### src/rtl/koios_axi_tg.sv
`timescale 1ns/1ps
`default_nettype none
// ============================================================================
//  Module   : koios_axi_tg
//  Purpose  : Stream traffic generator and response checker for a Koios
//             AXI-stream PE wrapper. Issues LFSR-data packets with
//             incrementing dest/id and checks each response against the
//             expected transform (dest+2, id+1).
//  Revision : 1.0 - initial release
// ============================================================================
module koios_axi_tg #(
  parameter int          AXI_DATAW   = 128,
  parameter int          MAX_OUT     = 4,
  parameter int          TIMEOUT_CYC = 1024,
  parameter logic [31:0] LFSR_SEED   = 32'hACE1_1234
) (
  input  logic                 clk,
  input  logic                 reset,
  input  logic                 start,
  input  logic [15:0]          num_pkts,
  output logic [AXI_DATAW-1:0] tx_data,
  output logic                 tx_valid,
  input  logic                 tx_ready,
  output logic [3:0]           tx_dest,
  output logic [1:0]           tx_id,
  input  logic [AXI_DATAW-1:0] rx_data,
  input  logic                 rx_valid,
  output logic                 rx_ready,
  input  logic [3:0]           rx_dest,
  input  logic [1:0]           rx_id,
  output logic                 busy,
  output logic                 done,
  output logic                 timeout,
  output logic [15:0]          err_count,
  output logic [15:0]          rx_count,
  output logic [31:0]          signature
);

  localparam logic [1:0] c_IDLE  = 2'd0;
  localparam logic [1:0] c_SEND  = 2'd1;
  localparam logic [1:0] c_DRAIN = 2'd2;
  localparam logic [1:0] c_DONE  = 2'd3;

  localparam int NREP = AXI_DATAW / 32;
  localparam int PW   = (MAX_OUT > 1) ? $clog2(MAX_OUT) : 1;
  localparam int CW   = $clog2(MAX_OUT + 1);
  localparam int TW   = $clog2(TIMEOUT_CYC + 1);

  localparam logic [CW-1:0] c_MAX_OUT   = CW'(MAX_OUT);
  localparam logic [TW-1:0] c_TIMEOUT   = TW'(TIMEOUT_CYC);
  localparam logic [PW-1:0] c_PTR_LAST  = PW'(MAX_OUT - 1);
  // Galois feedback mask for x^32 + x^22 + x^2 + x + 1 (right-shifting form)
  localparam logic [31:0]   c_LFSR_TAPS = 32'h8020_0003;

  logic [1:0]           state_q, state_d;
  logic [15:0]          num_q, num_d;
  logic [15:0]          sent_q, sent_d;
  logic [31:0]          lfsr_q, lfsr_d;
  logic [PW-1:0]        wptr_q, wptr_d;
  logic [PW-1:0]        rptr_q, rptr_d;
  logic [CW-1:0]        occ_q, occ_d;
  logic [TW-1:0]        tcnt_q, tcnt_d;
  logic [15:0]          err_q, err_d;
  logic [15:0]          rxc_q, rxc_d;
  logic [31:0]          sig_q, sig_d;
  logic                 to_q, to_d;
  logic                 done_q, done_d;
  logic                 tx_valid_q, tx_valid_d;
  logic [AXI_DATAW-1:0] tx_data_q, tx_data_d;
  logic [3:0]           tx_dest_q, tx_dest_d;
  logic [1:0]           tx_id_q, tx_id_d;
  logic                 rx_ready_q, rx_ready_d;
  logic [5:0]           fifo_q [MAX_OUT];

  logic                 w_tx_fire;
  logic                 w_rx_fire;
  logic                 w_busy;
  logic                 w_push;
  logic                 w_pop;
  logic [5:0]           w_push_entry;
  logic [5:0]           w_exp;

  function automatic logic [31:0] f_lfsr_next(input logic [31:0] s);
    return {1'b0, s[31:1]} ^ (s[0] ? c_LFSR_TAPS : 32'h0);
  endfunction

  function automatic logic [PW-1:0] f_ptr_inc(input logic [PW-1:0] p);
    return (p == c_PTR_LAST) ? '0 : p + PW'(1);
  endfunction

  function automatic logic [15:0] f_sat_inc(input logic [15:0] v);
    return (v == 16'hFFFF) ? v : v + 16'd1;
  endfunction

  // Upper response data lanes do not feed the signature
  generate
    if (AXI_DATAW > 32) begin : g_rx_hi
      logic w_unused_rx_hi;
      assign w_unused_rx_hi = ^rx_data[AXI_DATAW-1:32];
    end
  endgenerate

  assign w_tx_fire    = tx_valid_q & tx_ready;
  assign w_rx_fire    = rx_valid & rx_ready_q;
  assign w_busy       = (state_q == c_SEND) || (state_q == c_DRAIN);
  assign w_push       = w_tx_fire;
  assign w_pop        = w_rx_fire && (occ_q != '0);
  assign w_push_entry = {tx_dest_q + 4'd2, tx_id_q + 2'd1};
  assign w_exp        = fifo_q[rptr_q];

  // Next-state logic: handshakes, run control, timeout and request presentation
  always_comb begin
    state_d    = state_q;
    num_d      = num_q;
    sent_d     = sent_q;
    lfsr_d     = lfsr_q;
    wptr_d     = wptr_q;
    rptr_d     = rptr_q;
    occ_d      = occ_q;
    tcnt_d     = tcnt_q;
    err_d      = err_q;
    rxc_d      = rxc_q;
    sig_d      = sig_q;
    to_d       = to_q;
    done_d     = done_q;
    tx_data_d  = tx_data_q;
    tx_dest_d  = tx_dest_q;
    tx_id_d    = tx_id_q;

    if (w_tx_fire) begin
      sent_d = sent_q + 16'd1;
      lfsr_d = f_lfsr_next(lfsr_q);
      wptr_d = f_ptr_inc(wptr_q);
    end

    if (w_rx_fire) begin
      rxc_d = f_sat_inc(rxc_q);
      sig_d = {sig_q[30:0], sig_q[31]} ^ rx_data[31:0];
      if (occ_q == '0) begin
        err_d = f_sat_inc(err_q);
      end else begin
        rptr_d = f_ptr_inc(rptr_q);
        if ({rx_dest, rx_id} != w_exp) begin
          err_d = f_sat_inc(err_q);
        end
      end
    end

    // Simultaneous push and pop cancel in the occupancy count
    case ({w_push, w_pop})
      2'b10:   occ_d = occ_q + CW'(1);
      2'b01:   occ_d = occ_q - CW'(1);
      default: occ_d = occ_q;
    endcase

    if (w_tx_fire || w_rx_fire) begin
      tcnt_d = '0;
    end else if (w_busy && (occ_q != '0)) begin
      tcnt_d = tcnt_q + TW'(1);
    end

    case (state_q)
      c_IDLE, c_DONE: begin
        if (start) begin
          num_d  = num_pkts;
          sent_d = '0;
          lfsr_d = LFSR_SEED;
          wptr_d = '0;
          rptr_d = '0;
          occ_d  = '0;
          tcnt_d = '0;
          err_d  = '0;
          rxc_d  = '0;
          sig_d  = '0;
          to_d   = 1'b0;
          if (num_pkts == 16'd0) begin
            state_d = c_DONE;
            done_d  = 1'b1;
          end else begin
            state_d = c_SEND;
            done_d  = 1'b0;
          end
        end
      end
      c_SEND: begin
        if (sent_d == num_q) begin
          state_d = c_DRAIN;
        end
      end
      c_DRAIN: begin
        if (occ_q == '0) begin
          state_d = c_DONE;
          done_d  = 1'b1;
        end
      end
      default: state_d = c_IDLE;
    endcase

    // A stuck responder ends the run
    if (w_busy && (tcnt_d == c_TIMEOUT)) begin
      state_d = c_DONE;
      done_d  = 1'b1;
      to_d    = 1'b1;
    end

    tx_valid_d = (state_d == c_SEND) && (sent_d < num_d) && (occ_d < c_MAX_OUT);
    rx_ready_d = (state_d == c_SEND) || (state_d == c_DRAIN);

    // Request fields hold while stalled, reload after a handshake or a gap
    if (!tx_valid_d) begin
      tx_data_d = '0;
      tx_dest_d = '0;
      tx_id_d   = '0;
    end else if (!(tx_valid_q && !tx_ready)) begin
      tx_data_d = {NREP{lfsr_d}};
      tx_dest_d = sent_d[3:0];
      tx_id_d   = sent_d[1:0];
    end
  end

  // Control, counter and output registers
  always_ff @(posedge clk or posedge reset) begin
    if (reset) begin
      state_q    <= c_IDLE;
      num_q      <= '0;
      sent_q     <= '0;
      lfsr_q     <= LFSR_SEED;
      wptr_q     <= '0;
      rptr_q     <= '0;
      occ_q      <= '0;
      tcnt_q     <= '0;
      err_q      <= '0;
      rxc_q      <= '0;
      sig_q      <= '0;
      to_q       <= 1'b0;
      done_q     <= 1'b0;
      tx_valid_q <= 1'b0;
      tx_data_q  <= '0;
      tx_dest_q  <= '0;
      tx_id_q    <= '0;
      rx_ready_q <= 1'b0;
    end else begin
      state_q    <= state_d;
      num_q      <= num_d;
      sent_q     <= sent_d;
      lfsr_q     <= lfsr_d;
      wptr_q     <= wptr_d;
      rptr_q     <= rptr_d;
      occ_q      <= occ_d;
      tcnt_q     <= tcnt_d;
      err_q      <= err_d;
      rxc_q      <= rxc_d;
      sig_q      <= sig_d;
      to_q       <= to_d;
      done_q     <= done_d;
      tx_valid_q <= tx_valid_d;
      tx_data_q  <= tx_data_d;
      tx_dest_q  <= tx_dest_d;
      tx_id_q    <= tx_id_d;
      rx_ready_q <= rx_ready_d;
    end
  end

  // Expected {dest, id} storage, written on every accepted request
  always_ff @(posedge clk or posedge reset) begin
    if (reset) begin
      for (int i = 0; i < MAX_OUT; i++) begin
        fifo_q[i] <= '0;
      end
    end else if (w_push) begin
      fifo_q[wptr_q] <= w_push_entry;
    end
  end

  assign tx_data   = tx_data_q;
  assign tx_valid  = tx_valid_q;
  assign tx_dest   = tx_dest_q;
  assign tx_id     = tx_id_q;
  assign rx_ready  = rx_ready_q;
  assign busy      = w_busy;
  assign done      = done_q;
  assign timeout   = to_q;
  assign err_count = err_q;
  assign rx_count  = rxc_q;
  assign signature = sig_q;

endmodule
`default_nettype wire
### config.mk
export PLATFORM = sky130hd
export DESIGN_NAME = koios_axi_tg
export DESIGN_NICKNAME = d
export VERILOG_FILES = /design/src/rtl/koios_axi_tg.sv
export SDC_FILE = /design/constraint.sdc
export NUM_CORES = 1
export LEC_CHECK = 0
export ABC_AREA = 1
export BUFFER_PORTS_ARGS = -buffer_cell sky130_fd_sc_hd__buf_4
export CORE_MARGIN = 10
export CORE_UTILIZATION = 47
export DETAILED_ROUTE_END_ITERATION = 6
export GPL_ROUTABILITY_DRIVEN = 0
export HOLD_SLACK_MARGIN = 0.06
export PLACE_DENSITY = 0.75
export SLEW_MARGIN = 15
export SYNTH_ARGS = -nofsm -noshare
export SYNTH_HDL_FRONTEND = slang
export SYNTH_SLANG_ARGS = --single-unit
export TNS_END_PERCENT = 5
### constraint.sdc
create_clock -name clk -period 6 [get_ports clk]
set_input_delay 0.6 -clock clk [delete_from_list [all_inputs] [get_ports clk]]
set_output_delay 0.6 -clock clk [all_outputs]
set_load 0.1 [all_outputs]
-- Yosys cells after proc, flatten, opt, wreduce, memory -nomap -nowiden
Index checks and enable logic that the tools add are counted.
Widths: inputs -> output; s select.
- flip-flop bits (word level): 310
- bits in latches: 0
- bits in writable memories: 0
- ROM bits: 0
- bits of input ports: 155
- output and inout port bits: 203
- logic and storage cells: 145
- memories kept: 0
- add/sub/neg operators: 10
- $mul: 0
- divide/modulo/power cells: 0
- $lt $le $gt $ge: 5
- eq/ne operators: 17
- shift-type cells: 0
- multiplexer cells: 64
- bitwise logic cells: 6
- reduce and logical (&&, ||, !) cells: 21
- operator list (operator ; count):
    $mux 128 ; 2
    $mux 16 ; 15
    $mux 32 ; 7
    $add 16x1->16 const B ; 3
    $mux 11 ; 4
    $eq 16x16->1 const B ; 2
    $mux 2 ; 16
    $xor 31x32->32 ; 1
    $xor 32x32->32 ; 1
    $bwmux 24 ; 1
    $mux 6 ; 3
    $eq 16x16->1 ; 1
    $logic_not 16->1 ; 1
    $lt 16x16->1 ; 1
    $bmux 6 s2 ; 1
    $demux 6 s2 ; 1
    $eq 2x2->1 const B ; 6
    $add 11x1->11 const B ; 1
    $eq 11x11->1 const B ; 1
    $mux 4 ; 2
    $logic_and 1x1->1 ; 7
    $mux 1 ; 7
    $add 2x1->2 const B ; 3
    $eq 2x1->1 const B ; 3
    25 further kinds ; 33

-- Depth between registers and ports, before layout
Gate-level depths: netlist of run 1.
- depth in word-level cells: 14
- mapped depth: 25
- gate-level depth less buffers: 24

-- Least setup slack after synthesis of run 1
No wires, ideal clock.
- path type: reg2reg
- from: register state_q[0]
- to: register tx_dest_q[1], in the netlist tx_dest[1]
- library setup time: 0.073 ns
- data arrival time: 3.619 ns
- data required time: 5.927 ns
- path slack: 2.307 ns
- stages on the path, launching flop included: 23
- path buffers: 2
- period minus slack after synthesis: 3.693 ns
- cells stage by stage: dfrtp_1 > inv_1 > ha_1 > inv_1 > nand2_1 > inv_2 > buf_4 > nand2_1 > a21oi_1 > nor2_1 > nand3_1 > nor2_1 > nand3_1 > nand3b_1 > a21oi_1 > ha_1 > nand2_1 > a211oi_1 > o211ai_1 > inv_1 > nand3_4 > buf_6 > nor2_1
- longest elaborated chain between the ends: 14
- elaborated cells on any way between the ends: 29
- those cells by class: order compare: 2; eq/ne: 6; mux: 14; reduce/logical: 7
- ends and longest elaborated chain (element ; line ; source):
    start: declaration ; 55 ; logic [1:0] state_q, state_d;
    start signal: assignment ; 224 ; state_q <= c_IDLE;
    start signal: assignment ; 243 ; state_q <= state_d;
    $eq 2x1->1 / $eq 2x2->1 (equally long branches) ; 105 ; assign w_busy = (state_q == c_SEND) || (state_q == c_DRAIN);
    $logic_or 1x1->1 (*) ; 105 ;
    net busy ; 31 ; output logic busy,
    $logic_and 1x1->1 (*) ; 158 ; end else if (w_busy && (occ_q != '0)) begin
    $mux 11 (*) ; 158 ;
    $mux 11 (*) ; 156 ; if (w_tx_fire || w_rx_fire) begin
    $mux 11 ; 164 ; if (start) begin
    $mux 11 (*) ; 162 ; case (state_q)
    net tcnt_d[3] ; 62 ; logic [TW-1:0] tcnt_q, tcnt_d;
    $eq 11x11->1 (*) ; 200 ; if (w_busy && (tcnt_d == c_TIMEOUT)) begin
    $logic_and 1x1->1 (*) ; 200 ;
    $mux 2 (*) ; 200 ;
    $eq 2x1->1 (*) ; 206 ; tx_valid_d = (state_d == c_SEND) && (sent_d < num_d) && (occ_d < c_MAX_OUT);
    $logic_and 1x1->1 (*) (2 in a row) ; 206 ;
    $ne 2x2->1 (no line) / $mux 4 (equally long branches) ; -- ;
    end signal: assignment ; 258 ; tx_dest_q <= tx_dest_d;
    end: declaration ; 70 ; logic [3:0] tx_dest_q, tx_dest_d;
The timed path passes the listed nets; every way through them passes the cells marked *. The select of a mux whose other input is x is not followed.
A chain may end at the register's enable or synchronous reset.

-- Worst setup path after layout of run 1
- from: register state_q[0]
- to: register tx_data_q[115], in the netlist tx_data[115]
- longest elaborated chain between the ends: 14
- elaborated cells on any way between the ends: 30
- those cells by class: order compare: 2; eq/ne: 6; mux: 15; reduce/logical: 7
- ends and longest elaborated chain (element ; line ; source):
    $eq 2x1->1 / $eq 2x2->1 (equally long branches) ; 105 ;
    $logic_or 1x1->1 ; 105 ;
    $logic_and 1x1->1 ; 158 ;
    $mux 11 ; 158 ;
    $mux 11 ; 156 ;
    $mux 11 ; 164 ;
    $mux 11 (*) ; 162 ;
    net tcnt_d[1] ; 62 ;
    $eq 11x11->1 (*) ; 200 ;
    $logic_and 1x1->1 (*) ; 200 ;
    $mux 2 (*) ; 200 ;
    $eq 2x1->1 (*) ; 206 ;
    $logic_and 1x1->1 (*) (2 in a row) ; 206 ;
    $ne 2x2->1 (no line) / $mux 128 (equally long branches) ; -- ;
    end signal: assignment ; 257 ; tx_data_q <= tx_data_d;
    end: declaration ; 69 ; logic [AXI_DATAW-1:0] tx_data_q, tx_data_d;
Marked as above.

==> impl_results.md, run 1 <==
- Status: finished, final reports clean
- Req. time, crit path: 6.43 ns
- Max Cap Viol: 0
- Unrepaired setup endpoints after global routing: false
- Max Buffers Root-to-Sink: 3
- Layout area overhead: 19.2%
- Top post-synthesis cells by area: dfrtp_1 (43%), nand2_1 (8.9%), buf_4 (6.5%)
- Layout cell share with drive strength beyond 1: 0.222
- Final instance area: 13900 um2
- Overall global routing resource usage: 0.190
- Primary FF master, synth: dfrtp_1
- DP Area: 13100 um2
- Clock latency on the worst-skew pair: 0.52 ns
- Top-count cell post-synth: nand2_1
- Cts hold-fix bufs: 0
- Total negative slack: 0 ns
- Remaining Overflow, GRT: 0
- Slew HR: 0.296
- Syn Area/Cell: 8.19 um2
- Placed cells: 1869
- Min Tclk post-route: 4.29 ns
- Ant. Diodes: 0
- Post-route setup slack: 1.71 ns
- Final #Nets: 1758
- CTS tree: yes
- Yosys reg bits: 212
- Post-synth EDFFs: 0
- Fin. Hold Viols: 0
- First-pass GRT wire length: 49700 um
- R2R depth: 20
- Hpwl dp: 21700 um
- Crit end category: flop
- Clk_skew: 0.0166 ns
- Antenna viol nets, final: 0
- Pin count of the biggest net entering global routing: 122
- Post-CTS Setup Bufs: 0
- Slew of the pin with the lowest slew margin: 1.06 ns
- # rows: 57
- Post-synth top area share: 0.428
- Number of fill cells: 2161
- Synthesized netlist cell count: 1421
- Vias in the first global route: 9940
- CTS HTree Levels: 1
- Fraction of registers with async set or reset after synthesis: 1.00
- Die Area: 31500 um2
- CTS clock-pin slew for the worst setup and hold paths: 0.06 ns
- Via count: 9740
- Largest area contributor in the netlist: dfrtp_1
- Wire per inst: 16.0 um
- Most instantiated cells after synthesis: nand2_1 (276), dfrtp_1 (199), nor2_1 (158), o21ai_0 (149), inv_1 (134)
- Final WL: 30600 um
- Vias per inst: 5.10
- F_max: 233 MHz
- 1st-iter DRT viols: 561
- Clk root buf: clkbuf_16
- Worst slack, placed: 1.72 ns
- Unique masters post-synth: 45
- TritonCTS Buffers: 25
- Slew Limit Fails: 0
- DRC Markers: 0
- Die span in y: 177 um
- Placeable Area: 24300 um2
- Finished Layout Cells: 1910
- Setup Crit Path Kind: reg2reg
- Initial antenna violation count: 0
- Setup Viol. Count Final: 0
- Crit path DAT: 4.72 ns
- Worst hold path type: in2async
- PortBufs: 261
- TritonRoute pass-1 iters: 5
- CTS Sinks: 212
- Mapped Nets: 1607
- Yosys Warn Count: 0
- Startpoint Class: flop
- PostCTS Resize Cnt: 0
- Final Cycle Share: 0.714
- Mapped Area: 11600 um2
- Initial Utilization: 0.479
- # IOs: 358
- Register area share after synthesis: 0.457
- Die width: 177 um
- Worst Path Max Fanout: 58
routing by layer:
layer	track usage	routed length, um	vias up
met4	0.0584	835	0
li1	-	-	4786
met3	0.0548	2260	43
met5	0	0	-
met2	0.318	14700	297
met1	0.233	12800	4614
flip-flops by register name, summed over array words and instances (netlist names):
register,count
lfsr_q,32
rx_count,16
sent_q,16
wptr_q,2
done,1
tcnt_q,11
rptr_q,2
fifo_q,24
state_q,2
signature,32
num_q,16
tx_data,32
timeout,1
occ_q,3
tx_valid,1
tx_dest,4
rx_ready,1
err_count,16
per-stage QoR:
step / util / hold slack, ns
detailed placement: 0.539 / 0.468
finish: 0.571 / 0.304
global route: 0.571 / 0.351
global placement: 0.539 / 0.464
floorplan: - / 0.449
CTS: 0.571 / 0.315
logic make-up (layout without fill, tap and decap cells):
| logic type | after synthesis | in the layout | synth area share |
|---|---|---|---|
| AOI/OAI and AO/OA | 253 | 253 | 0.114 |
| DFF | 212 | 212 | 0.457 |
| muxes | 15 | 15 | 0.0129 |
| adders and majority gates | 31 | 31 | 0.0340 |
| xor gates and xnor gates | 55 | 55 | 0.0414 |
| and+or+nand+nor | 570 | 570 | 0.212 |
| buffers and inverters | 285 | 450 | 0.129 |
worst max-delay path, stage by stage (launching register included):
cell      delay (ns)
dfrtp_1         0.44
inv_1           0.07
ha_1            0.38
nand2_4         0.49
nand3_1         0.31
inv_2           0.21
o21ai_0         0.11
nor2_1          0.14
nor3_1          0.08
nand3_1         0.10
nor2_1          0.04
nand3_1         0.17
nand3b_1        0.13
a21oi_1         0.14
ha_1            0.17
nand2_1         0.07
a211oi_1        0.27
o211ai_1        0.14
inv_1           0.11
nand3_4         0.37
nor2_1          0.23
cells in the final DEF, fill, tap and decap left out, types with 5 or more instances in the layout:
master / synthesis / routed
mux2i_1: 15 / 15
nor2_1: 158 / 158
nand3_2: 6 / 6
xnor2_1: 40 / 40
buf_4: 101 / 266
nand4_1: 11 / 11
o21ai_0: 149 / 149
nand2_1: 276 / 276
dfrtp_1: 199 / 199
inv_1: 134 / 133
nand3_1: 79 / 79
o21a_1: 8 / 8
ha_1: 30 / 30
a21oi_1: 77 / 77
nor3_1: 11 / 11
xor2_1: 15 / 15
nor2_2: 5 / 5
clkbuf_16: 0 / 25
o21ai_1: 5 / 5
nor4_1: 5 / 5
dfstp_2: 13 / 13
inv_2: 8 / 8
final timing paths:
| kind | to | slack (ns) | start |
|---|---|---|---|
| max reg2reg | tx_data[115] | 1.71 | state_q[0] |
| max | tx_data[115] | 1.71 | state_q[0] |
| min | fifo_q[12] | 0.30 | reset |
| max in group asynchronous | rx_count[11] | 4.49 | reset |
| min in group clk | signature[9] | 0.36 | rx_data[9] |
| min reg2reg | fifo_q[8] | 0.48 | fifo_q[8] |
layout make-up:
cell class              count  area (um2)  area share
flip-flops and latches    212        5320       0.383
multi-input cells         924        4830       0.348
repair buffers            267        2020       0.145
clock buffers              33         696      0.0501
inverters                 142         537      0.0387
well taps                 324         405      0.0292
clock inverters             8        78.8     0.00568
Power of run 1 is left out: the tool's default activity adds up to more than one toggle a clock period on the data nets, which glitch-free logic cannot reach.
==> run 2: changes to the inputs <==
--- a/config.mk
+++ b/config.mk
@@ -5,7 +5,7 @@
 export SDC_FILE = /design/constraint.sdc
 export NUM_CORES = 1
 export LEC_CHECK = 0
-export ABC_AREA = 1
+export ABC_AREA = 0
 export BUFFER_PORTS_ARGS = -buffer_cell sky130_fd_sc_hd__buf_4
 export CORE_MARGIN = 10
 export CORE_UTILIZATION = 47
==> constraint.sdc (replaced) <==
create_clock -name clk -period 3.9 [get_ports clk]
set_input_delay 0.39 -clock clk [delete_from_list [all_inputs] [get_ports clk]]
set_output_delay 0.39 -clock clk [all_outputs]
set_load 0.1 [all_outputs]
==> run 2 against run 1 <==
Synthesized cell count decreased by 18%. Die area fell by 1.4%. Wire length is 1.5% lower. Highest routed layer unchanged.
==> impl_results.md, run 2 <==
- Status: finished, final reports clean
- CTS clock-pin slew for the worst setup and hold paths: 0.06 ns
- Placeable Area: 24200 um2
- Slew HR: 0.469
- Min Tclk post-route: 3.69 ns
- DRC Markers: 0
- Initial antenna violation count: 0
- # IOs: 358
- Wire per inst: 18.1 um
- Clk_skew: 0.00889 ns
- Die span in y: 176 um
- Syn Area/Cell: 9.88 um2
- Synthesized netlist cell count: 1160
- Setup Crit Path Kind: reg2reg
- Hpwl dp: 21900 um
- Layout area overhead: 22.3%
- Final Util: 0.579
- Post-synth EDFFs: 0
- TritonCTS Buffers: 24
- Die width: 176 um
- Fraction of registers with async set or reset after synthesis: 1.00
- Pin count of the biggest net entering global routing: 95
- Commonest non-fill, non-tap cell in the layout: buf_4
- Vias per inst: 5.31
- Synth Area in Simple Gates: 0.173
- Post-synth top area share: 0.435
- Crit end category: flop
- Largest family of logic cells by synthesized area: simple AND/OR/NAND/NOR gates
- Max Cap Viol: 0
- Fin Hold WS: 0.133 ns
- Clock latency on the worst-skew pair: 0.51 ns
- Yosys Warn Count: 0
- CTS Sinks: 212
- Mapped Area: 11500 um2
- CTS HTree Levels: 1
- Top post-synthesis cells by area: dfrtp_1 (43%), buf_4 (6.6%), xnor2_1 (5.1%)
- Mapped Nets: 1346
- Final #Nets: 1510
- Overall global routing resource usage: 0.188
- Yosys reg bits: 212
- Finished Layout Cells: 1666
- Remaining Overflow, GRT: 0
- Slew Limit Fails: 0
- Final Cycle Share: 0.947
- Largest area contributor in the netlist: dfrtp_1
- Most instantiated cells after synthesis: dfrtp_1 (199), nor2_1 (133), nand2_1 (122), buf_4 (101), xnor2_1 (67)
- Top-count cell post-synth: dfrtp_1
- Placed cells: 1618
- PortBufs: 261
- Adder-Cell Fraction of Synth Area: 0.0345
- Register area share after synthesis: 0.465
- # rows: 57
- Primary FF master, synth: dfrtp_1
- 1st-iter DRT viols: 746
- Xor and xnor fraction of the mapped netlist area: 0.0747
- Final WL: 30100 um
- Slew of the pin with the lowest slew margin: 0.794 ns
- Setup Viol. Count Final: 0
- Fin. Hold Viols: 0
- Startpoint Class: flop
- Post-synthesis mux area share: 0.0698
- Unique masters post-synth: 68
- F_max: 271 MHz
- Crit path DAT: 4.13 ns
- Worst hold path type: in2reg
- R2r setup slk: 0.21 ns
- Vias in the first global route: 9172
- First-pass GRT wire length: 48500 um
- Req. time, crit path: 4.34 ns
- Most frequent cells in the layout: buf_4 (283), dfrtp_1 (199), nor2_1 (132)
- Synth Area in Compound Gates: 0.0885
- Ant. Diodes: 0
- Worst slack, placed: 0.185 ns
- Via count: 8848
- Clk root buf: clkbuf_16
- Post-route setup slack: 0.207 ns
- Antenna viol nets, final: 0
- CTS tree: yes
- Layout cell share with drive strength beyond 1: 0.279
- Worst Path Max Fanout: 23
- Max Buffers Root-to-Sink: 3
- Die Area: 31000 um2
- TritonRoute pass-1 iters: 5
- Initial Utilization: 0.474
run 2: through the flow:
stage / cell area (um2) / TNS, ns
2_1_floorplan: 11500 / 0
3_3_place_gp: 13100 / 0
3_5_place_dp: 13100 / 0
4_1_cts: 13900 / 0
5_1_grt: 14000 / -0.0953
6_report: 14000 / 0
run 2: worst max-delay path: stages, from the launching register on:
cell       delay, ns
dfrtp_1         0.41
inv_1           0.08
ha_1            0.32
nand3b_1        0.20
or4b_4          0.51
or4_4           0.50
a21oi_2         0.14
nand4_1         0.13
and2_4          0.18
nand3_2         0.06
ha_1            0.17
nor4bb_4        0.21
buf_4           0.17
o2111ai_4       0.19
buf_12          0.24
nor2_1          0.12
run 2: cells by family after synthesis:
kind of cell,count (synthesis)
DFF,212
buffers and inverters,181
AOI/OAI and AO/OA,155
adders and majority gates,31
xor gates and xnor gates,93
and+or+nand+nor,419
muxes,69
run 2: what timing repair did:
item                                    4_1_cts  5_1_grt
endpoints found under the hold margin         8        0
resized for setup                             0       14
setup buffers                                 0        2
hold buffers                                  1        0
endpoints found under the setup margin        0       37
run 2: final cells by class:
type / instances / area (um2)
Inverter: 31 / 120
Clock inverter: 9 / 101
Clock buffer: 35 / 733
Tap cell: 324 / 405
Timing Repair Buffer: 288 / 2210
Multi-Input combinational cell: 767 / 5110
Fill cell: 2026 / 10200
Sequential cell: 212 / 5320
run 2: final timing paths:
path / startpoint / endpoint / depth (start not counted)
worst max-delay path: state_q[0] / tx_data[105] / 15
worst min-delay path: num_pkts[9] / num_q[9] / 3
worst max register to register: state_q[0] / tx_data[105] / 15
worst min register to register: fifo_q[18] / fifo_q[18] / 2
max in group asynchronous: reset / num_q[13] / 4
min in group asynchronous: reset / tx_data[100] / 3
run 2: metal layers:
layer	GRT usage	part of all wire
met2	0.322	0.50
met1	0.235	0.42
met4	0.0473	0.020
met5	0	0
met3	0.0440	0.058
Power of run 2 is left out for the same reason.
==> run 3: changes to the inputs <==
--- a/config.mk
+++ b/config.mk
@@ -8,11 +8,12 @@
 export ABC_AREA = 0
 export BUFFER_PORTS_ARGS = -buffer_cell sky130_fd_sc_hd__buf_4
 export CORE_MARGIN = 10
-export CORE_UTILIZATION = 47
+export CORE_UTILIZATION = 48
+export CTS_BUF_LIST = sky130_fd_sc_hd__clkbuf_8
 export DETAILED_ROUTE_END_ITERATION = 6
 export GPL_ROUTABILITY_DRIVEN = 0
 export HOLD_SLACK_MARGIN = 0.06
-export PLACE_DENSITY = 0.75
+export PLACE_DENSITY = 0.77
 export SLEW_MARGIN = 15
 export SYNTH_ARGS = -nofsm -noshare
 export SYNTH_HDL_FRONTEND = slang
==> run 3 against run 2 <==
Wire length decreased by 0.92%. Register-to-register slack better by 0.07 ns. Non-clock buffer count down 3. Via count rose by 0.97%. Core utilization rose by 1.3 points. Sequential share of layout area is 0.28 points higher. Clock skew increased by 0.027 ns. Critical endpoint is now tx_data[97]. Final cell count is 0.90% higher. Setup slack improved by 0.074 ns. Highest routed layer unchanged.
==> impl_results.md, run 3 (synthesized netlist as in run 2, its figures left out) <==
- Status: finished, final reports clean
- DRC Markers: 0
- Fin. Hold Viols: 0
- CTS tree: yes
- Clock latency on the worst-skew pair: 0.54 ns
- DP Area: 13100 um2
- Min Tclk post-route: 3.62 ns
- Worst Path Max Fanout: 24
- Final #Nets: 1521
- F_max: 276 MHz
- Startpoint Class: flop
- Vias in the first global route: 9328
- Clk root buf: clkbuf_8
- Final WL: 29900 um
- # IOs: 358
- TritonRoute pass-1 iters: 5
- PortBufs: 261
- Unrepaired setup endpoints after global routing: false
- TritonCTS Buffers: 38
- Die Area: 30400 um2
- Worst hold path type: in2reg
- Placeable Area: 23500 um2
- Initial Utilization: 0.488
- CTS clock-pin slew for the worst setup and hold paths: 0.05 ns
- Antenna viol nets, final: 0
- First-pass GRT wire length: 47500 um
- Setup Crit Path Kind: reg2reg
- CTS HTree Levels: 2
- Setup Viol. Count Final: 0
- # rows: 56
- Hpwl dp: 21700 um
- Slew of the pin with the lowest slew margin: 0.752 ns
- Commonest non-fill, non-tap cell in the layout: buf_4
- Slew HR: 0.497
- Pin count of the biggest net entering global routing: 109
- Final instance area: 13900 um2
- Crit path DAT: 4.07 ns
- Layout area overhead: 21.4%
- Crit end category: flop
- Initial antenna violation count: 0
- Layout cell share with drive strength beyond 1: 0.280
- Die span in y: 174 um
- Via count: 8934
- Max Cap Viol: 0
- Final Util: 0.592
- CTS Sinks: 212
- Req. time, crit path: 4.35 ns
- 1st-iter DRT viols: 461
- Placed cells: 1613
- Vias per inst: 5.31
- Remaining Overflow, GRT: 0
- Number of fill cells: 2026
- Clk_skew: 0.0361 ns
- Final Cycle Share: 0.928
- Finished Layout Cells: 1681
- Die width: 174 um
- Post-CTS Setup Bufs: 0
- Total negative slack: 0 ns
- Ant. Diodes: 0
- Slew Limit Fails: 0
- Max Buffers Root-to-Sink: 3
- Wire per inst: 17.8 um
- Overall global routing resource usage: 0.188
- Most frequent cells in the layout: buf_4 (281), dfrtp_1 (199), nor2_1 (133)
run 3: layout make-up:
type / count / area [um2] / share of cell area
Multi-Input combinational cell: 767 / 5080 / 0.365
Clock buffer: 54 / 743 / 0.0534
Clock inverter: 13 / 65.1 / 0.00468
Sequential cell: 212 / 5320 / 0.383
Timing Repair Buffer: 285 / 2180 / 0.157
Inverter: 31 / 120 / 0.00864
Tap cell: 319 / 399 / 0.0287
run 3: critical path: stages, from the launching register on:
cell       delay [ns]
dfrtp_1          0.41
ha_1             0.31
nand3b_1         0.18
or4b_1           0.50
or4_1            0.50
a21oi_1          0.16
nand4_1          0.15
and2_1           0.20
nand3_2          0.06
ha_1             0.15
nor4bb_2         0.20
buf_4            0.16
o2111ai_4        0.20
buf_12           0.25
nor2_1           0.11
run 3: final timing paths:
| check | from | endpoint | slack [ns] | cells after the start |
|---|---|---|---|---|
| worst max-delay path | state_q[1] | tx_data[97] | 0.28 | 14 |
| worst min-delay path | num_pkts[10] | num_q[10] | 0.12 | 3 |
| worst max register to register | state_q[1] | tx_data[97] | 0.28 | 14 |
| worst min register to register | fifo_q[18] | fifo_q[18] | 0.47 | 2 |
| max in group asynchronous | reset | sent_q[4] | 2.76 | 4 |
| min in group asynchronous | reset | tx_data[102] | 0.31 | 3 |
run 3: metal layers:
layer | up-vias | global-route usage | wire (um)
li1 | 4254 | - | -
met5 | - | 0 | 0
met4 | 0 | 0.0650 | 843
met3 | 54 | 0.0537 | 1920
met2 | 278 | 0.325 | 14900
met1 | 4348 | 0.218 | 12200
run 3: timing repair:
item,in CTS,in global routing
hold buffers,1,0
setup endpoints to repair,0,22
gates resized for setup,0,1
endpoints found under the hold margin,2,0
run 3: through the flow:
| stage | worst slack [ns] | hold slack [ns] |
|---|---|---|
| floorplan | 0.140 | 0.442 |
| global placement | 0.322 | 0.303 |
| detailed placement | 0.298 | 0.304 |
| CTS | 0.267 | 0.0949 |
| global route | 0.0118 | 0.123 |
| finish | 0.282 | 0.121 |
Power of run 3 is left out for the same reason.
